===== config.mk =====
export PLATFORM = sky130hd
export DESIGN_NAME = except_prio_flush_ctrl_flat
export DESIGN_NICKNAME = d
export VERILOG_FILES = /design/src/rtl/except_prio_flush_ctrl_pkg.sv /design/src/rtl/except_prio_flush_ctrl_if.sv /design/src/rtl/except_prio_flush_ctrl_prio_enc.sv /design/src/rtl/except_prio_flush_ctrl.sv /design/src/flat_wrapper.sv
export SDC_FILE = /design/constraint.sdc
export NUM_CORES = 1
export LEC_CHECK = 0
export BUFFER_PORTS_ARGS = -buffer_cell sky130_fd_sc_hd__buf_4
export CAP_MARGIN = 20
export CORE_AREA = 2 2 135 85
export CTS_CLUSTER_DIAMETER = 80
export CTS_CLUSTER_SIZE = 12
export DETAILED_ROUTE_END_ITERATION = 7
export DIE_AREA = 0 0 137 87
export PLACE_DENSITY = 0.69
export SYNTH_ARGS = -nofsm -noshare
export SYNTH_HDL_FRONTEND = slang
export SYNTH_SLANG_ARGS = --single-unit

===== constraint.sdc =====
create_clock -name clk -period 4.55 [get_ports clk]
set_input_delay 0.455 -clock clk [delete_from_list [all_inputs] [get_ports clk]]
set_output_delay 0.455 -clock clk [all_outputs]
set_load 0.005 [all_outputs]

===== src/rtl/except_prio_flush_ctrl_pkg.sv =====
// Shared types and helpers for the exception priority/flush controller.
// Holds the FSM state encoding, the exception-code format and the priority pick.
package except_pkg;

  localparam int CODE_W = 4;
  localparam logic [CODE_W-1:0] EXC_CODE_NONE = '0;

  typedef enum logic [1:0] {
    ST_IDLE  = 2'd0,
    ST_FLUSH = 2'd1,
    ST_WAIT  = 2'd2
  } except_state_e;

  // Lowest set bit wins; returns 0 when nothing is set (callers qualify with |v).
  function automatic logic [CODE_W-1:0] prio_lowest(input logic [15:0] v);
    logic [CODE_W-1:0] r;
    r = '0;
    for (int i = 15; i >= 0; i--) begin
      if (v[i]) r = CODE_W'(i);
    end
    return r;
  endfunction

endpackage


===== src/rtl/except_prio_flush_ctrl_if.sv =====
// Pipeline-side signal bundle of the exception controller.
// The master drives requests and stage PCs; the slave (controller) drives status.
interface except_prio_flush_ctrl_if
  import except_pkg::*;
#(
  parameter int NUM_EXC = 14,
  parameter int PC_W    = 32
);
  logic [NUM_EXC-1:0] except_trig;
  logic [NUM_EXC-1:0] except_en;
  logic               flush_freeze;
  logic               if_stall;
  logic [PC_W-1:0]    id_pc;
  logic [PC_W-1:0]    ex_pc;
  logic [PC_W-1:0]    wb_pc;
  logic               ex_dslot;
  logic               except_flushpipe;
  logic [CODE_W-1:0]  except_type;
  logic [PC_W-1:0]    epcr;
  logic               except_busy;
  logic [NUM_EXC-1:0] pending;

  modport master (
    output except_trig, except_en, flush_freeze, if_stall,
    output id_pc, ex_pc, wb_pc, ex_dslot,
    input  except_flushpipe, except_type, epcr, except_busy, pending
  );

  modport slave (
    input  except_trig, except_en, flush_freeze, if_stall,
    input  id_pc, ex_pc, wb_pc, ex_dslot,
    output except_flushpipe, except_type, epcr, except_busy, pending
  );
endinterface


===== src/rtl/except_prio_flush_ctrl_prio_enc.sv =====
// Fixed-priority encoder: index 0 has highest priority.
module except_prio_enc
  import except_pkg::*;
#(
  parameter int N = 14
) (
  input  logic [N-1:0]      req_i,
  output logic              valid_o,
  output logic [CODE_W-1:0] idx_o
);
  assign valid_o = |req_i;
  assign idx_o   = prio_lowest(16'(req_i));
endmodule


===== src/rtl/except_prio_flush_ctrl.sv =====
// Exception controller: arbitrates sticky requests, captures EPCR, and sequences
// the pipeline flush (FLUSH count-down, then WAIT for fetch) before release.
module except_prio_flush_ctrl
  import except_pkg::*;
#(
  parameter int          NUM_EXC     = 14,
  parameter int          PC_W        = 32,
  parameter int          FLUSH_DEPTH = 5,
  parameter logic [15:0] ID_PC_MASK  = 16'h3000,
  parameter logic [15:0] SHORT_MASK  = 16'h2000
) (
  input  logic                    clk,
  input  logic                    reset,
  except_prio_flush_ctrl_if.slave bus
);
  localparam int CNT_W = (FLUSH_DEPTH > 1) ? $clog2(FLUSH_DEPTH) : 1;

  except_state_e      state_q, state_d;
  logic [CNT_W-1:0]   cnt_q, cnt_d;
  logic [CODE_W-1:0]  type_q, type_d;
  logic [PC_W-1:0]    epcr_q, epcr_d;
  logic [NUM_EXC-1:0] pend_q, pend_d;
  logic               flush_q;

  logic [NUM_EXC-1:0] req;
  logic [NUM_EXC-1:0] win_oh;
  logic               win_valid;
  logic [CODE_W-1:0]  win_idx;
  logic [CODE_W-1:0]  short_idx;
  logic               take;

  assign req = (pend_q | bus.except_trig) & bus.except_en;

  except_prio_enc #(.N(NUM_EXC)) u_prio (
    .req_i   (req),
    .valid_o (win_valid),
    .idx_o   (win_idx)
  );

  assign take      = (state_q == ST_IDLE) && win_valid;
  assign win_oh    = take ? (NUM_EXC'(1) << win_idx) : '0;
  // The winner's own trigger in the take cycle is consumed, never re-pended.
  assign pend_d    = (pend_q | bus.except_trig) & ~win_oh;
  assign short_idx = type_q - CODE_W'(1);

  // NOTE: every next-state variable gets its hold value first, so no path
  // through the case can leave one unassigned and infer a latch.
  always_comb begin
    state_d = state_q;
    cnt_d   = cnt_q;
    type_d  = type_q;
    epcr_d  = epcr_q;
    case (state_q)
      ST_IDLE: begin
        if (take) begin
          state_d = ST_FLUSH;
          type_d  = win_idx + CODE_W'(1);
          cnt_d   = CNT_W'(FLUSH_DEPTH - 1);
          if (bus.ex_dslot)           epcr_d = bus.wb_pc;
          else if (ID_PC_MASK[win_idx]) epcr_d = bus.id_pc;
          else                        epcr_d = bus.ex_pc;
        end
      end
      ST_FLUSH: begin
        if (SHORT_MASK[short_idx]) begin
          state_d = ST_IDLE;
          type_d  = EXC_CODE_NONE;
        end else if (cnt_q == '0) begin
          state_d = ST_WAIT;
        end else if (!bus.flush_freeze) begin
          cnt_d = cnt_q - CNT_W'(1);
        end
      end
      ST_WAIT: begin
        if (!bus.if_stall) begin
          state_d = ST_IDLE;
          type_d  = EXC_CODE_NONE;
        end
      end
      default: begin
        state_d = ST_IDLE;
        type_d  = EXC_CODE_NONE;
      end
    endcase
  end

  // NOTE: state registers use non-blocking assignments so every flop samples
  // the pre-edge values, independent of statement order.
  always_ff @(posedge clk or negedge reset) begin
    if (!reset) begin
      state_q <= ST_IDLE;
      cnt_q   <= '0;
      type_q  <= EXC_CODE_NONE;
      epcr_q  <= '0;
      pend_q  <= '0;
      flush_q <= 1'b0;
    end else begin
      state_q <= state_d;
      cnt_q   <= cnt_d;
      type_q  <= type_d;
      epcr_q  <= epcr_d;
      pend_q  <= pend_d;
      flush_q <= take;
    end
  end

  assign bus.except_flushpipe = flush_q;
  assign bus.except_type      = type_q;
  assign bus.epcr             = epcr_q;
  assign bus.except_busy      = (state_q != ST_IDLE);
  assign bus.pending          = pend_q;

endmodule


===== src/flat_wrapper.sv =====
// flat-port wrapper written by rule: the top's interface ports become plain ports
module except_prio_flush_ctrl_flat import except_pkg::*;
#(
  parameter int          NUM_EXC     = 14,
  parameter int          PC_W        = 32,
  parameter int          FLUSH_DEPTH = 5,
  parameter logic [15:0] ID_PC_MASK  = 16'h3000,
  parameter logic [15:0] SHORT_MASK  = 16'h2000
)
  (clk, reset, bus_except_trig, bus_except_en, bus_flush_freeze, bus_if_stall, bus_id_pc, bus_ex_pc, bus_wb_pc, bus_ex_dslot, bus_except_flushpipe, bus_except_type, bus_epcr, bus_except_busy, bus_pending);
  except_prio_flush_ctrl_if #(.NUM_EXC(NUM_EXC), .PC_W(PC_W)) bus_i ();
  input  logic clk;
  input  logic reset;
  input wire logic [$bits(bus_i.except_trig)-1:0] bus_except_trig;
  input wire logic [$bits(bus_i.except_en)-1:0] bus_except_en;
  input wire logic [$bits(bus_i.flush_freeze)-1:0] bus_flush_freeze;
  input wire logic [$bits(bus_i.if_stall)-1:0] bus_if_stall;
  input wire logic [$bits(bus_i.id_pc)-1:0] bus_id_pc;
  input wire logic [$bits(bus_i.ex_pc)-1:0] bus_ex_pc;
  input wire logic [$bits(bus_i.wb_pc)-1:0] bus_wb_pc;
  input wire logic [$bits(bus_i.ex_dslot)-1:0] bus_ex_dslot;
  output wire logic [$bits(bus_i.except_flushpipe)-1:0] bus_except_flushpipe;
  output wire logic [$bits(bus_i.except_type)-1:0] bus_except_type;
  output wire logic [$bits(bus_i.epcr)-1:0] bus_epcr;
  output wire logic [$bits(bus_i.except_busy)-1:0] bus_except_busy;
  output wire logic [$bits(bus_i.pending)-1:0] bus_pending;
  assign bus_i.except_trig = bus_except_trig;
  assign bus_i.except_en = bus_except_en;
  assign bus_i.flush_freeze = bus_flush_freeze;
  assign bus_i.if_stall = bus_if_stall;
  assign bus_i.id_pc = bus_id_pc;
  assign bus_i.ex_pc = bus_ex_pc;
  assign bus_i.wb_pc = bus_wb_pc;
  assign bus_i.ex_dslot = bus_ex_dslot;
  assign bus_except_flushpipe = bus_i.except_flushpipe;
  assign bus_except_type = bus_i.except_type;
  assign bus_epcr = bus_i.epcr;
  assign bus_except_busy = bus_i.except_busy;
  assign bus_pending = bus_i.pending;
  except_prio_flush_ctrl #(.NUM_EXC(NUM_EXC), .PC_W(PC_W), .FLUSH_DEPTH(FLUSH_DEPTH), .ID_PC_MASK(ID_PC_MASK), .SHORT_MASK(SHORT_MASK)) u_core (.clk(clk), .reset(reset), .bus(bus_i));
endmodule

* Word-level counts from Yosys, hierarchy flattened
Memories as Yosys holds them, arrays and structs flattened.
Cells that the tools add are included.
** Storage, ports and cells
- Output and inout bits :: 52
- Word-level logic and storage cells :: 70
- ROM bits :: 32
- Input port bits :: 129
- Memories kept :: 2
- Register bits :: 56
** Cells by class
- Equality and inequality tests :: 9
- $add $sub $neg :: 3
- Shift-type cells :: 1
- Multiplexer cells :: 33
- $lt $le $gt $ge :: 2
- Bitwise logic cells :: 4
- Reduce and logical (&&, ||, !) cells :: 10
** Memories
- (name not given) :: words 16, width 1, read ports 1, clocked after memory_dff 0, write ports 0, RTL line except_prio_flush_ctrl.sv:60 : else if (ID_PC_MASK[win_idx]) epcr_d = bus.id_pc;
- (name not given) :: words 16, width 1, read ports 1, clocked after memory_dff 0, write ports 0, RTL line except_prio_flush_ctrl.sv:65 : if (SHORT_MASK[short_idx]) begin
** Operators with widths (count)
- $mux W4 :: 17
- $mux W32 :: 2
- $and A14 B14 Y14 :: 2
- $mux W14 :: 1
- $not A14 Y14 :: 1
- $or A14 B14 Y14 :: 1
- $reduce_or A14 Y1 :: 1
- $shl A1 B4 Y14 const A :: 1
- $mux W3 :: 4
- $pmux W4 S3 :: 1
- $lt A4 B5 Y1 const B :: 2
- $mux W2 :: 4
- $ne A2 B2 Y1 const B :: 4
- $pmux W2 S3 :: 1
- $pmux W3 S2 :: 1
- $reduce_and A3 Y1 :: 2
- $reduce_and A5 Y1 :: 1
- $add A4 B1 Y4 const B :: 1
- $ne A2 B1 Y1 const B :: 2
- $reduce_bool A2 Y1 :: 2
- $sub A4 B1 Y4 const B :: 1
- $logic_not A3 Y1 :: 1
- $ne A3 B1 Y1 const B :: 1
- $sub A3 B1 Y3 const B :: 1
- other kinds (6) :: 7

* Logic depth before layout (Yosys ltp)
- Word-level depth :: 20
- Gate-level depth with buffers :: 9
- Mapped depth without buffers :: 9

* By module
From an unflattened synthesis, not the netlist that was laid out.
** Unflattened totals
- Cell total of the unflattened synthesis :: 317
- Area total of the unflattened synthesis :: 3051.7 µm²
** By module, submodules not included
- except_prio_flush_ctrl :: sequential area each 1401.3 µm², cells an instance 292, area each 2902.8 µm², instances 1
- except_prio_enc :: sequential area each 0.0 µm², cells an instance 25, area each 148.9 µm², instances 1

* Least setup slack after synthesis
Ideal clock, no wire load.
- Kind :: input port to flip-flop
- Start point :: in bus_except_trig[4]
- End point :: reg u_core.type_q[2] (netlist: u_core.bus.except_type[2])
- Path buffers :: 0
- Arrival :: 2044 ps
- Data required time :: 4429 ps
- Slack :: 2385 ps
- Stages on the path :: 7
- Setup time :: 121 ps
- Cell sequence :: o21ai_1 -> o21ai_0 -> a31o_2 -> nor3b_1 -> ha_1 -> ha_1 -> a22o_1
** On the way
- Cells in the longest elaborated chain, start to end :: 10
- Elaborated cells on any way between the ends :: 14
- Those cells by class :: add/sub: 1; eq/ne: 1; mux: 7; bitwise: 2; reduce/logical: 3
** RTL lines
- from (decl) :: RTL line flat_wrapper.sv:14 : input wire logic [$bits(bus_i.except_trig)-1:0] bus_except_trig;
- $or A14 B14 Y14 * :: RTL line except_prio_flush_ctrl.sv:32 : assign req = (pend_q | bus.except_trig) & bus.except_en;
- $and A14 B14 Y14 * :: RTL line except_prio_flush_ctrl.sv:32
- $mux W4 (5 in a row) :: RTL line except_prio_flush_ctrl_pkg.sv:19 : if (v[i]) r = CODE_W'(i);
- $add A4 B1 Y4 :: RTL line except_prio_flush_ctrl.sv:57 : type_d = win_idx + CODE_W'(1);
- $mux W4 :: RTL line except_prio_flush_ctrl.sv:55 : if (take) begin
- $pmux W4 S3 :: RTL line except_prio_flush_ctrl.sv:53 : case (state_q)
- to (signal assigned) :: RTL line except_prio_flush_ctrl.sv:100 : type_q <= type_d;
- to (decl) :: RTL line except_prio_flush_ctrl.sv:20 : logic [CODE_W-1:0] type_q, type_d;
Mark *: on every way between the ends. The rest lies on a longest branch, timed or not. The select of a mux whose other input is x is not followed.
A chain may end at the register's enable or synchronous reset.

* Final worst setup path
- Start point :: reg u_core.pend_q[11] (netlist: u_core.bus.pending[11])
- End point :: reg u_core.epcr_q[8] (netlist: u_core.bus.epcr[8])
** On the way
- Cells in the longest elaborated chain, start to end :: 18
- Elaborated cells on any way between the ends :: 21
- Those cells by class :: mux: 15; bitwise: 2; reduce/logical: 3; memory: 1
** RTL lines
- from (decl) :: RTL line except_prio_flush_ctrl.sv:22 : logic [NUM_EXC-1:0] pend_q, pend_d;
- from (signal assigned) :: RTL line except_prio_flush_ctrl.sv:102 : pend_q <= pend_d;
- $or A14 B14 Y14 * :: RTL line except_prio_flush_ctrl.sv:32
- $and A14 B14 Y14 * :: RTL line except_prio_flush_ctrl.sv:32
- $mux W4 (12 in a row) :: RTL line except_prio_flush_ctrl_pkg.sv:19
- $mem_v2 Z16 W1
- $mux W1 (implied by the code) :: RTL line except_prio_flush_ctrl.sv:60
- $mux W32 :: RTL line except_prio_flush_ctrl.sv:60
- $mux W32 :: RTL line except_prio_flush_ctrl.sv:59 : if (bus.ex_dslot) epcr_d = bus.wb_pc;
- to (signal assigned) :: RTL line except_prio_flush_ctrl.sv:101 : epcr_q <= epcr_d;
- to (decl) :: RTL line except_prio_flush_ctrl.sv:21 : logic [PC_W-1:0] epcr_q, epcr_d;
Marked as above.

==> run summary <==
CTS max path bufs: 2
cts hold-fix bufs: 0
Mapped Nets: 489
setup_tns: 0 ns
post-layout util: 46.6%
DRT antenna net count: 0
Mapped Area: 0.00343 sq mm
MaxCap Viol Count: 0
Max stage delay on crit path: 0.73 ns
peak fanout along the critical path: 64
Worst R2R Start: u_core.bus.pending[11]
post-DP HPWL: 8400 um
first-pass GRT wire length: 17200 um
most frequent cells in the layout: buf_4 (183), dfrtp_1 (56), nor2_1 (51)
row count: 30
DRC Markers: 0
leakage power: 2.34 nW
Initial Util: 31.8%
synth warn: 0
Num CTS Buffers: 5
Die Y: 87 um
Pins Over Slew Limit: 0
r2r endpoint: u_core.bus.epcr[8]
worst path bufs/invs: 1
Design Area, Final: 0.00504 sq mm
Cells after Synth: 352
Port Buffers: 180
Pwr Total: 2.31 mW
IO Pins: 181
VDD IR max: 0.228 mV
# fillers: 1034
#FFs+latches synth: 56
clock skew: 0.00877 ns
initial antenna violation count: 0
Crit. path cell count: 6
Routed wire per std cell: 16.8 um
leading cell type in the layout, fill and taps excluded: buf_4
Worst Max-Slew Pin Slew: 0.821 ns
die width: 137 um
Post-synth EDFFs: 0
core area: 0.0108 sq mm
worst min path class: in2async
Primary FF master, synth: dfrtp_1
worst reg-to-reg path cell count: 6
total grt overflow: 0
CP top delay family: compound AO/OA/AOI/OAI gates
Area after DPL: 0.00491 sq mm
vias per cell: 5.13
vias: 3419
Avg Inst Size Synth: 9.75 sq um
H-Tree Depth: 2
pwr dens: 457 mW/mm^2
Cell Chain, Critical Path: o21ai_1, nand4_2, o41ai_4, buf_4, nand2_1, o41ai_2
outcome: finished clean
vias in the first global route: 3443
Crit Path Class: reg2reg
clock slew at reported path FFs: 0.07 ns
Slew HR: 45.3%
Post-synth ARST share: 100%
setup bufs post-CTS: 0
Tmin final: 2.63 ns
number of distinct library cells after synthesis: 44
Seq/Total Area, Yosys: 40.8%
Total Wirelength: 11200 um
Critical Path AT: 2.81 ns
diodes inserted: 0
synthesis-to-layout area growth: 46.8%
fmax: 380 MHz
CTS tree: yes
largest net degree at the start of global routing: 65
CP required: 4.73 ns
final setup fails: 0
Final #Nets: 660
Skew-Pair Late Insertion Delay: 0.29 ns
1st-pass router iterations: 4
Placer Congestion: 0.876
flop2flop setup slack: 1.92 ns
Resized cells post-CTS: 0
unrepaired setup endpoints after global routing: false
Worst Setup EP: u_core.bus.epcr[8]
clk sink count: 56
clock tree root driver cell: clkbuf_16
crit path launch type: flip-flop
CP Capture Type: flip-flop
fin crit share: 57.9%
Die Area: 0.0119 sq mm
slowest stage cell, crit path: buf_4
CP startpoint: u_core.bus.pending[11]
final hold violation count: 0
initial DRC count: 199
Global Route Usage Sum: 18.5%
share of layout cells above drive strength 1: 50.7%
-- Yosys cell counts, types with 2 or more instances --
master | instances | share of area, %
nor3_1 | 36 | 5.2
o41ai_1 | 2 | 0.51
o211ai_1 | 3 | 0.66
a31oi_1 | 7 | 1.3
and4_1 | 3 | 0.77
nor2_2 | 30 | 5.5
nand4_1 | 3 | 0.55
nor2_1 | 51 | 5.6
clkbuf_1 | 11 | 1.2
inv_1 | 9 | 0.98
buf_2 | 5 | 0.73
ha_1 | 8 | 2.9
o21ai_0 | 5 | 0.73
buf_6 | 3 | 0.98
o41ai_4 | 2 | 1.6
a22o_1 | 2 | 0.51
a21oi_1 | 9 | 1.3
o41ai_2 | 30 | 14
o21ai_2 | 5 | 1.3
nand2_1 | 40 | 4.4
o2bb2ai_1 | 2 | 0.51
dfrtp_1 | 56 | 41
o21ai_4 | 3 | 1.4
nand4_2 | 2 | 0.73
o21a_1 | 2 | 0.44
o21ai_1 | 5 | 0.73
-- state kept, by name, summed over array words and instances, names as in the netlist --
signal and count:
u_core.state_q 2, u_core.bus.except_flushpipe 1, u_core.bus.pending 14, u_core.bus.except_type 4
u_core.cnt_q 3, u_core.bus.epcr 32
-- logic make-up after synthesis --
family                     Yosys count  synth area share (%)
muxes                                2                 0.620
adders and majority gates            8                  2.92
buffers and inverters               29                  4.12
AOI/OAI and AO/OA                   83                  26.6
and+or+nand+nor                    174                  24.9
DFF                                 56                  40.8
-- metrics by stage --
step	hold WS, ns	setup slack (ns)	std cells
2_1_floorplan	0.159	2.39	352
3_3_place_gp	0.461	1.82	659
3_5_place_dp	0.468	1.80	660
4_1_cts	0.262	1.93	667
5_1_grt	0.288	1.77	667
6_report	0.243	1.92	667
-- routing by layer --
| layer | up-vias | global-route usage, % | part of all wire, % |
|---|---|---|---|
| met5 | - | 0 | 0 |
| met4 | 0 | 4.03 | 0.97 |
| met3 | 12 | 5.41 | 8.6 |
| met2 | 134 | 28.4 | 43 |
| met1 | 1651 | 25.9 | 48 |
| li1 | 1622 | - | - |
-- report_power, final --
| part | switching (mW) | internal [mW] |
|---|---|---|
| logic | 0.516 | 0.587 |
| registers | 0.132 | 0.695 |
| clock network | 0.175 | 0.201 |
| total | 0.823 | 1.48 |
-- final cells by class --
cell class	instances	area [sq um]	share of cell area (%)
well taps	144	180	3.57
clock inverters	1	5.00	0.0993
flip-flops and latches	56	1400	27.8
clock buffers	6	129	2.56
repair buffers	184	1400	27.8
multi-input cells	267	1890	37.5
inverters	9	33.8	0.670
-- worst min path at each step --
stage                     endpoint  depth (start not counted)  slack [ns]
6_report       u_core.bus.epcr[23]                          1        0.24
4_1_cts        u_core.bus.epcr[23]                          1        0.26
3_3_place_gp    u_core.bus.epcr[5]                          2        0.46
2_1_floorplan   u_core.bus.epcr[0]                          0        0.16
5_1_grt        u_core.bus.epcr[22]                          1        0.29
3_5_place_dp   u_core.bus.epcr[18]                          2        0.47
No activity file was read; power rests on OpenSTA's default activity.
